File: src/rtl/spi_cfg_pkg.sv
// Shared types and constants for the SPI converter configuration sequencer.
package spi_cfg_pkg;

    localparam int unsigned ADDR_W = 16;
    localparam int unsigned DATA_W = 16;
    localparam int unsigned CNT_W  = 16;

    localparam logic TGT_ADC = 1'b0;
    localparam logic TGT_DAC = 1'b1;

    typedef enum logic [2:0] {
        IDLE    = 3'd0,
        STARTUP = 3'd1,
        ISSUE   = 3'd2,
        GAP     = 3'd3,
        DONE    = 3'd4
    } state_t;

    // One table entry: target converter plus register address/data (33 bits)
    typedef struct packed {
        logic              tgt;
        logic [ADDR_W-1:0] addr;
        logic [DATA_W-1:0] data;
    } cmd_entry_t;

endpackage

File: src/rtl/spi_cfg_table.sv
// Command table: DEPTH x 33-bit distributed RAM, synchronous write, asynchronous read.
// Contents are deliberately not reset so a host-loaded table survives a reset.
module spi_cfg_table
    import spi_cfg_pkg::*;
#(
    parameter int unsigned DEPTH = 16,
    parameter int unsigned IDXW  = 4
)(
    input  logic            clk,
    input  logic            we,
    input  logic [IDXW-1:0] wr_idx,
    input  cmd_entry_t      wr_entry,
    input  logic [IDXW-1:0] rd_idx,
    output cmd_entry_t      rd_entry_c
);

    cmd_entry_t mem [DEPTH];

    // Host write port
    always_ff @(posedge clk) begin
        if (we) begin
            mem[wr_idx] <= wr_entry;
        end
    end

    // Asynchronous read of the entry about to be issued
    assign rd_entry_c = mem[rd_idx];

endmodule

File: src/rtl/spi_cfg_sequencer.sv
// Replays a host-loaded command table into the LTC2195 / AD9783 driver command ports
// with a startup delay and a fixed gap between triggers.
// Optional build macro: CFG_ABORT_EN adds abort_in to cut a running sequence short.
module spi_cfg_sequencer
    import spi_cfg_pkg::*;
#(
    parameter int unsigned DEPTH       = 16,
    parameter int unsigned IDXW        = 4,
    parameter int unsigned STARTUP_DLY = 1000,
    parameter int unsigned CMD_GAP     = 4096
)(
    input  logic              clk_in,
    input  logic              rst_in,
    input  logic              start_in,
    input  logic [IDXW:0]     n_cmd_in,
    input  logic              tbl_we_in,
    input  logic [IDXW-1:0]   tbl_idx_in,
    input  logic              tbl_tgt_in,
    input  logic [ADDR_W-1:0] tbl_addr_in,
    input  logic [DATA_W-1:0] tbl_data_in,
`ifdef CFG_ABORT_EN
    input  logic              abort_in,
`endif
    output logic              adc_cmd_trig_out,
    output logic              dac_cmd_trig_out,
    output logic [ADDR_W-1:0] cmd_addr_out,
    output logic [DATA_W-1:0] cmd_data_out,
    output logic [IDXW-1:0]   cmd_idx_out,
    output logic              busy_out,
    output logic              done_out
);

    localparam int unsigned NW = IDXW + 1;

    // Counter reload values; the counter runs load..0 so it spends load+1 cycles in a state
    localparam logic [CNT_W-1:0] STARTUP_LOAD =
        (STARTUP_DLY == 32'd0) ? '0 : CNT_W'(STARTUP_DLY - 32'd1);
    localparam logic [CNT_W-1:0] GAP_LOAD = CNT_W'(CMD_GAP - 32'd1);

    state_t            state_q, state_d;
    logic [CNT_W-1:0]  cnt_q, cnt_d;
    logic [NW-1:0]     idx_q, idx_d;
    logic [NW-1:0]     n_q, n_d;

    logic              abort_c;
    logic              tbl_we_c;
    logic [NW-1:0]     n_sel_c;
    logic [IDXW-1:0]   rd_idx_c;
    cmd_entry_t        wr_entry_c;
    cmd_entry_t        rd_entry_c;
    cmd_entry_t        issue_entry_c;

`ifdef CFG_ABORT_EN
    assign abort_c = abort_in;
`else
    assign abort_c = 1'b0;
`endif

    // Table is frozen while a sequence is in flight
    assign tbl_we_c   = tbl_we_in && ((state_q == IDLE) || (state_q == DONE));
    assign wr_entry_c = '{tgt: tbl_tgt_in, addr: tbl_addr_in, data: tbl_data_in};

    // Clamp the requested command count to the table depth
    assign n_sel_c = (n_cmd_in > NW'(DEPTH)) ? NW'(DEPTH) : n_cmd_in;

    // Index of the next entry to issue; a start from IDLE always begins at entry 0
    assign rd_idx_c = (state_q == IDLE) ? '0 : idx_q[IDXW-1:0];

    spi_cfg_table #(
        .DEPTH (DEPTH),
        .IDXW  (IDXW)
    ) u_table (
        .clk        (clk_in),
        .we         (tbl_we_c),
        .wr_idx     (tbl_idx_in),
        .wr_entry   (wr_entry_c),
        .rd_idx     (rd_idx_c),
        .rd_entry_c (rd_entry_c)
    );

    // Forward a same-cycle write so a zero-delay start sees the freshly written entry
    assign issue_entry_c = (tbl_we_c && (tbl_idx_in == rd_idx_c)) ? wr_entry_c : rd_entry_c;

    // State and counter registers
    always_ff @(posedge clk_in) begin
        if (rst_in) begin
            state_q <= IDLE;
            cnt_q   <= '0;
            idx_q   <= '0;
            n_q     <= '0;
        end else begin
            state_q <= state_d;
            cnt_q   <= cnt_d;
            idx_q   <= idx_d;
            n_q     <= n_d;
        end
    end

    // Next-state, shared down-counter and index sequencing
    always_comb begin
        state_d = state_q;
        cnt_d   = cnt_q;
        idx_d   = idx_q;
        n_d     = n_q;
        unique case (state_q)
            IDLE: begin
                if (start_in) begin
                    n_d   = n_sel_c;
                    idx_d = '0;
                    cnt_d = STARTUP_LOAD;
                    if ((n_sel_c != '0) && (STARTUP_DLY == 32'd0)) begin
                        state_d = ISSUE;
                    end else begin
                        state_d = STARTUP;
                    end
                end
            end
            STARTUP: begin
                if ((n_q == '0) || abort_c) begin
                    state_d = DONE;
                end else if (cnt_q == '0) begin
                    state_d = ISSUE;
                end else begin
                    cnt_d = cnt_q - CNT_W'(1);
                end
            end
            ISSUE: begin
                idx_d   = idx_q + NW'(1);
                cnt_d   = GAP_LOAD;
                state_d = abort_c ? DONE : GAP;
            end
            GAP: begin
                if (abort_c) begin
                    state_d = DONE;
                end else if (cnt_q == '0) begin
                    state_d = (idx_q < n_q) ? ISSUE : DONE;
                end else begin
                    cnt_d = cnt_q - CNT_W'(1);
                end
            end
            DONE: begin
                state_d = IDLE;
            end
            default: begin
                state_d = IDLE;
            end
        endcase
    end

    // Registered outputs, aligned with the state they describe
    always_ff @(posedge clk_in) begin
        if (rst_in) begin
            adc_cmd_trig_out <= 1'b0;
            dac_cmd_trig_out <= 1'b0;
            cmd_addr_out     <= '0;
            cmd_data_out     <= '0;
            cmd_idx_out      <= '0;
            busy_out         <= 1'b0;
            done_out         <= 1'b0;
        end else begin
            adc_cmd_trig_out <= (state_d == ISSUE) && (issue_entry_c.tgt == TGT_ADC);
            dac_cmd_trig_out <= (state_d == ISSUE) && (issue_entry_c.tgt == TGT_DAC);
            if (state_d == ISSUE) begin
                cmd_addr_out <= issue_entry_c.addr;
                cmd_data_out <= issue_entry_c.data;
                cmd_idx_out  <= rd_idx_c;
            end
            busy_out <= (state_d == STARTUP) || (state_d == ISSUE) || (state_d == GAP);
            if ((state_q == IDLE) && start_in) begin
                done_out <= 1'b0;
            end else if (state_d == DONE) begin
                done_out <= 1'b1;
            end
        end
    end

endmodule

File: config.mk
export PLATFORM = sky130hd
export DESIGN_NAME = spi_cfg_sequencer
export DESIGN_NICKNAME = d
export VERILOG_FILES = /design/src/rtl/spi_cfg_pkg.sv /design/src/rtl/spi_cfg_table.sv /design/src/rtl/spi_cfg_sequencer.sv
export SDC_FILE = /design/constraint.sdc
export NUM_CORES = 1
export LEC_CHECK = 0
export CAP_MARGIN = 10
export CORE_ASPECT_RATIO = 1.5
export CORE_MARGIN = 5
export CORE_UTILIZATION = 55
export CTS_BUF_LIST = sky130_fd_sc_hd__clkbuf_4 sky130_fd_sc_hd__clkbuf_8
export DETAILED_ROUTE_END_ITERATION = 10
export HOLD_SLACK_MARGIN = 0.1
export PLACE_DENSITY = 0.84
export SLEW_MARGIN = 25
export SYNTH_ARGS = -nofsm -noshare
export SYNTH_HDL_FRONTEND = slang
export SYNTH_SLANG_ARGS = --single-unit
File: constraint.sdc
create_clock -name clk_in -period 7.57 [get_ports clk_in]
set_input_delay 1.514 -clock clk_in [delete_from_list [all_inputs] [get_ports clk_in]]
set_output_delay 1.514 -clock clk_in [all_outputs]
set_load 0.1 [all_outputs]
* After elaboration in Yosys (flattened, before gate mapping)
Memories as Yosys holds them, arrays and structs flattened.
Cells that the tools add are included.
** Word-level totals
- ROM bits :: 0
- Flip-flop bits (word level) :: 69
- Memories :: 1
- Bits in writable memories :: 528
- Latch bits :: 0
- Output and inout port bits :: 40
- Input port bits :: 46
** Operators by class
- Eq/ne operators :: 11
- Magnitude comparators :: 2
- Reductions and logical operators :: 17
- Shift-type cells :: 0
- Div/mod/pow operators :: 0
- Bitwise operators :: 1
- Multiply operators :: 0
- $add $sub $neg :: 2
- Multiplexer cells :: 17
** Memory list
- u_table.mem :: depth 16, bits a word 33, read ports 1, clocked after memory_dff 0, write ports 1, RTL line spi_cfg_table.sv:17 : cmd_entry_t mem [DEPTH];
** Operator list (number)
- 16-bit one-hot mux with 4 select lines :: 1
- 16-bit 2-to-1 mux :: 3
- 33-bit 2-to-1 mux :: 1
- 16-bit zero test :: 1
- 16-bit by 1-bit subtractor with 16-bit output, second input constant :: 1
- 3-bit 2-to-1 mux :: 5
- 3-bit by 2-bit == test with 1-bit output, second input constant :: 4
- 3-bit one-hot mux with 4 select lines :: 1
- 5-bit 2-to-1 mux :: 2
- 5-bit one-hot mux with 2 select lines :: 1
- 3-bit by 1-bit == test with 1-bit output, second input constant :: 2
- 3-bit == test, second input constant :: 2
- 5-bit by 1-bit adder with 5-bit output, second input constant :: 1
- 5-bit greater-than comparator, second input constant :: 1
- 1-bit logical AND :: 5
- 5-bit zero test :: 1
- 5-bit less-than comparator :: 1
- 4-bit == test :: 1
- 4-bit 2-to-1 mux :: 1
- 2-bit != test, second input constant :: 2
- 2-bit AND reduction :: 2
- 4-bit nonzero test :: 1
- 3-bit zero test :: 1
- 1-bit logical OR :: 3
- 5 further kinds :: 6

* Depth between registers and ports, before layout
- Depth after elaboration :: 7
- Mapped depth :: 11
- Depth with buffers taken out :: 8

* Modules after synthesis
From an unflattened synthesis, not the netlist that was laid out.
** Second synthesis, totals
- Cells, all modules :: 1240
- Area total of the unflattened synthesis :: 23425.0 µm²
** By module, submodules not included
- spi_cfg_table :: sequential area each 15855.2 µm², instances 1, area an instance 19970.4 µm², cells an instance 831
- spi_cfg_sequencer :: sequential area each 1381.3 µm², instances 1, area an instance 3454.6 µm², cells an instance 409

* Worst setup path after synthesis
OpenSTA, ideal clock, no wires.
- Kind :: input port to flip-flop
- Start point :: input port tbl_we_in
- End point :: memory u_table.mem[1][0] in the netlist's numbering (enable)
- Stages :: 3
- Required time :: 7106 ps
- Setup time :: 464 ps
- Arrival time :: 4665 ps
- Path slack :: 2441 ps
- Cells stage by stage :: or3b_1 > or3b_2 > nor3_1
** On the way
- Word-level cells in the longest chain between the ends :: 3
** RTL lines
- start: declaration :: RTL line spi_cfg_sequencer.sv:16 : input logic tbl_we_in,
- 1-bit logical AND :: RTL line spi_cfg_sequencer.sv:60 : assign tbl_we_c = tbl_we_in && ((state_q == IDLE) || (state_q == DONE));
- 1-bit 2-to-1 mux :: RTL line spi_cfg_table.sv:21 : if (we) begin
- 1-bit 2-to-1 mux (implied by the code) :: RTL line spi_cfg_table.sv:22 : mem[wr_idx] <= wr_entry;
- end: declaration :: RTL line spi_cfg_table.sv:17
Every way passes these cells.

* Final worst setup path
- Start point :: register idx_q[0]
- End point :: register cmd_data_out[2]
** On the way
- Word-level cells in the longest chain between the ends :: 5
- Elaborated cells on any way between the ends :: 10
- Classes of those cells :: order compare: 1; eq/ne: 2; mux: 5; reduce/logical: 1; memory: 1
** RTL lines
- start: declaration :: RTL line spi_cfg_sequencer.sv:42 : logic [NW-1:0] idx_q, idx_d;
- start signal: assignment :: RTL line spi_cfg_sequencer.sv:94 : idx_q <= idx_d;
- 5-bit less-than comparator :: RTL line spi_cfg_sequencer.sv:136 : state_d = (idx_q < n_q) ? ISSUE : DONE;
- 3-bit 2-to-1 mux :: RTL line spi_cfg_sequencer.sv:136
- 3-bit 2-to-1 mux :: RTL line spi_cfg_sequencer.sv:135 : end else if (cnt_q == '0) begin
- 3-bit one-hot mux with 4 select lines :: RTL line spi_cfg_sequencer.sv:105 : unique case (state_q)
- 3-bit by 2-bit == test with 1-bit output :: RTL line spi_cfg_sequencer.sv:163 : if (state_d == ISSUE) begin
- end signal: assignment :: RTL line spi_cfg_sequencer.sv:165 : cmd_data_out <= issue_entry_c.data;
- end: declaration :: RTL line spi_cfg_sequencer.sv:27 : output logic [DATA_W-1:0] cmd_data_out,
Several ways; a longest one is shown, not always the timed one.
A chain may end at the register's enable or synchronous reset.

==> flow_summary.json <==
{
  "hpwl_mm": 33.3,
  "yosys.area.top_type": "edfxtp_1",
  "vdd_drop_max_v": 0.000104,
  "grt_util_all_layers_pct": 24.7,
  "clk_pin_slew_worst_paths_ps": 70,
  "switching_share_pct": 22.1,
  "p_seq_share_pct": 56.2,
  "startpoint_type": "flop",
  "clk-insertion-delay-late_ps": 650,
  "cts-resized-gates": 0,
  "ys_seq_area_share_pct": 71.6,
  "holdPathEnd": "cmd_data_out[15]$_SDFFE_PP0N_",
  "die_x_um": 181,
  "num_vias": 15500,
  "min_period_ps": 4150,
  "setup_viol": 0,
  "arrival_ps": 4720,
  "first_pass_iters": 6,
  "grt_overflow": 0,
  "grtUsageMet1_pct": 30.0,
  "max_cap_violations": 0,
  "drive_gt1_share_pct": 15.8,
  "timing_hold_violations_final": 0,
  "drc_errors": 0,
  "worstHoldPathCells": 2,
  "ys_types": 63,
  "holdWs_ps": 466,
  "synth.avg_cell_area_um2": 14.8,
  "num_rows": 94,
  "syn_to_final_growth_pct": 14.3,
  "pwr-share-comb_pct": 5.1,
  "core_um2": 43600,
  "cts_sinks": 597,
  "tritoncts": "built",
  "syn-num-nets": 1685,
  "ys_top_cells_by_area": "edfxtp_1 (66%), dfxtp_1 (5.7%), mux2i_1 (5.1%)",
  "power_density_nw_per_um2": 237,
  "grt_pass1_vias": 16000,
  "drt-total-wl_mm": 61.0,
  "reg2regPathDepth": 7,
  "start_util_pct": 55.2,
  "antenna_found_initial": 2,
  "netlist_area_um2": 24100,
  "rsz0062_at_grt": "false",
  "slew_violations": 0,
  "utilization_pct": 63.1,
  "clock_skew_ps": 31.9,
  "cts_made_buffers": 82,
  "wl_per_cell_um": 25.8,
  "max_freq_mhz": 241,
  "drt_iter0_drc": 2052,
  "ys_ff_latch": 597,
  "status": "completed",
  "critPathKind": "flop to flop",
  "yosysMostFrequentCell": "edfxtp_1",
  "timing.rr.start": "idx_q[0]$_SDFFE_PP0P_",
  "synth_common_cells": "edfxtp_1 (528), a21oi_1 (125), mux2i_1 (123)",
  "ant_nets": 0,
  "die_area_um2": 48100,
  "ys_warn_count": 0,
  "gp_congestion": 0.857,
  "place.port_buffers": 85,
  "vias_per_cell": 6.57,
  "rr_endpoint": "cmd_data_out[2]$_SDFFE_PP0N_",
  "slew-limit-headroom_pct": 31.4,
  "ctsHtreeMaxLevel": 3,
  "ios": 86,
  "die_y_um": 266,
  "setup_tns_ps": 0,
  "synth_xor_area_share_pct": 0.291,
  "fin_nets": 1769,
  "switching_power_mw": 1.44,
  "muxShareOfSynthArea_pct": 8.48,
  "netlist.area_leader.share_pct": 65.9,
  "endpoint_kind": "flop",
  "worstHoldStart": "cmd_data_out[15]$_SDFFE_PP0N_",
  "root_buffer": "clkbuf_8",
  "synth-compound-area-share_pct": 11.3,
  "fin_crit_sh_pct": 54.8,
  "synth_top_family_by_area": "compound AO/OA/AOI/OAI gates",
  "grt_use_met2_pct": 42.3,
  "crit_path_max_fanout": 68,
  "syn_inst": 1632,
  "r2r_slack_ps": 3420,
  "clkPwrFrac_pct": 38.8,
  "synth_ff_type": "edfxtp_1",
  "grt_pass1_wl_mm": 92.4,
  "worst_ep_required_time_ps": 8140,
  "p_leak_nw": 8.38,
  "yosys.area_share.simple_pct": 5.71,
  "clockBufferDepth": 3,
  "min_path_type": "flop to flop",
  "grt_max_degree": 113,
  "async_reset_ff_share_pct": 0,
  "worst_pin_slew_ps": 1030,
  "fillCellCount": 2932,
  "p_int_mw": 5.08,
  "synth_fa_ha_area_share_pct": 0.364,
  "use_met3_pct": 4.82,
  "post_cts_buffers": 0,
  "cts_hold_buf": 0,
  "grt.busiest_layer": "met2",
  "synth_edf_count": 528
}
## stage by stage
stage,setup WS [ps],cells,area [µm²],total power [mW]
after global placement,2990,2197,25500,4.03
final,3420,2362,27500,6.52
after CTS,3160,2360,27500,6.53
after global routing,3260,2361,27500,6.71
after floorplan,2440,1632,24100,3.90
after detailed placement,2950,2208,25800,4.05
## cell families after synthesis
logic type / after synthesis
AOI/OAI and AO/OA: 407
xor gates and xnor gates: 8
adders and majority gates: 7
buffers and inverters: 136
DFF: 597
muxes: 193
and+or+nand+nor: 284
## worst max-delay path by stage
stage,from,to,slack [ps],cells past startpoint
after detailed placement,tbl_we_in,u_table.mem[2][30]$_DFFE_PP_,2950,6
after floorplan,tbl_we_in,u_table.mem[1][0]$_DFFE_PP_,2440,3
after global placement,tbl_we_in,u_table.mem[2][27]$_DFFE_PP_,2990,6
after global routing,idx_q[0]$_SDFFE_PP0P_,cmd_data_out[2]$_SDFFE_PP0N_,3260,7
after CTS,idx_q[0]$_SDFFE_PP0P_,cmd_data_out[0]$_SDFFE_PP0N_,3160,7
final,idx_q[0]$_SDFFE_PP0P_,cmd_data_out[2]$_SDFFE_PP0N_,3420,7
## layer usage
layer / share of wire, % / up-vias / wire (µm)
met3: 10 / 206 / 6200
met5: 0 / - / 0
li1: - / 6626 / -
met4: 4.6 / 0 / 2780
met2: 51 / 1084 / 30900
met1: 35 / 7613 / 21200
## power by group through the flow
| stage | Clock (mW) | Sequential, mW | Combinational, mW |
|---|---|---|---|
| after floorplan | 0 | 3.74 | 0.155 |
| after global placement | 0 | 3.73 | 0.302 |
| after detailed placement | 0 | 3.73 | 0.321 |
| after CTS | 2.55 | 3.66 | 0.322 |
| after global routing | 2.70 | 3.66 | 0.348 |
| final | 2.53 | 3.66 | 0.329 |
## sequential cells by signal, summed over array words and instances, names as in the netlist
| name | count |
|---|---|
| done_out | 1 |
| busy_out | 1 |
| u_table.mem | 528 |
| cmd_data_out | 16 |
| cmd_idx_out | 4 |
| adc_cmd_trig_out | 1 |
| cnt_q | 16 |
| idx_q | 5 |
| n_q | 5 |
| cmd_addr_out | 16 |
| state_q | 3 |
| dac_cmd_trig_out | 1 |
## final cells by class
class	count	area [µm²]	area share, %
sequential	597	17200	62.7
antenna	2	5.00	0.0182
timing repair buffer	124	1340	4.86
tap	576	721	2.62
clock buffer	120	1470	5.34
inverter	12	45.0	0.164
clock inverter	32	228	0.827
multi-input combinational	899	6470	23.5
## worst max-delay path: stages (launching register included)
cell and delay [ps]:
dfxtp_4 970, o31a_2 890, buf_6 730, mux2i_1 200, o22a_1 220, a2111oi_0 650, o2111ai_1 210, o21ai_1 110
## placed cells by master, fill, tap and decap left out, types with 4 or more instances in the layout
master / n
nand2b_1: 8
a211oi_1: 5
xnor2_1: 5
a22oi_1: 30
o22ai_1: 34
clkinv_1: 12
clkdlybuf4s50_1: 85
nor4_1: 6
o21ai_0: 35
inv_1: 12
nor2_1: 36
o21a_1: 29
ha_1: 7
buf_4: 26
nor2_4: 13
clkinv_2: 14
o2111ai_1: 31
nand2_1: 69
a21oi_1: 125
clkbuf_4: 29
a221o_1: 4
mux2_2: 68
nand3_1: 39
o221ai_1: 4
nor3_1: 66
a2111oi_0: 29
buf_16: 6
edfxtp_1: 528
a31oi_1: 6
nand4_1: 7
a2bb2oi_1: 4
mux2i_1: 123
nor3b_1: 4
o21ai_1: 19
buf_12: 5
nor2b_1: 5
dfxtp_1: 66
clkbuf_8: 91
o22a_1: 28
Note: power is estimated with default switching activity, not from simulation.
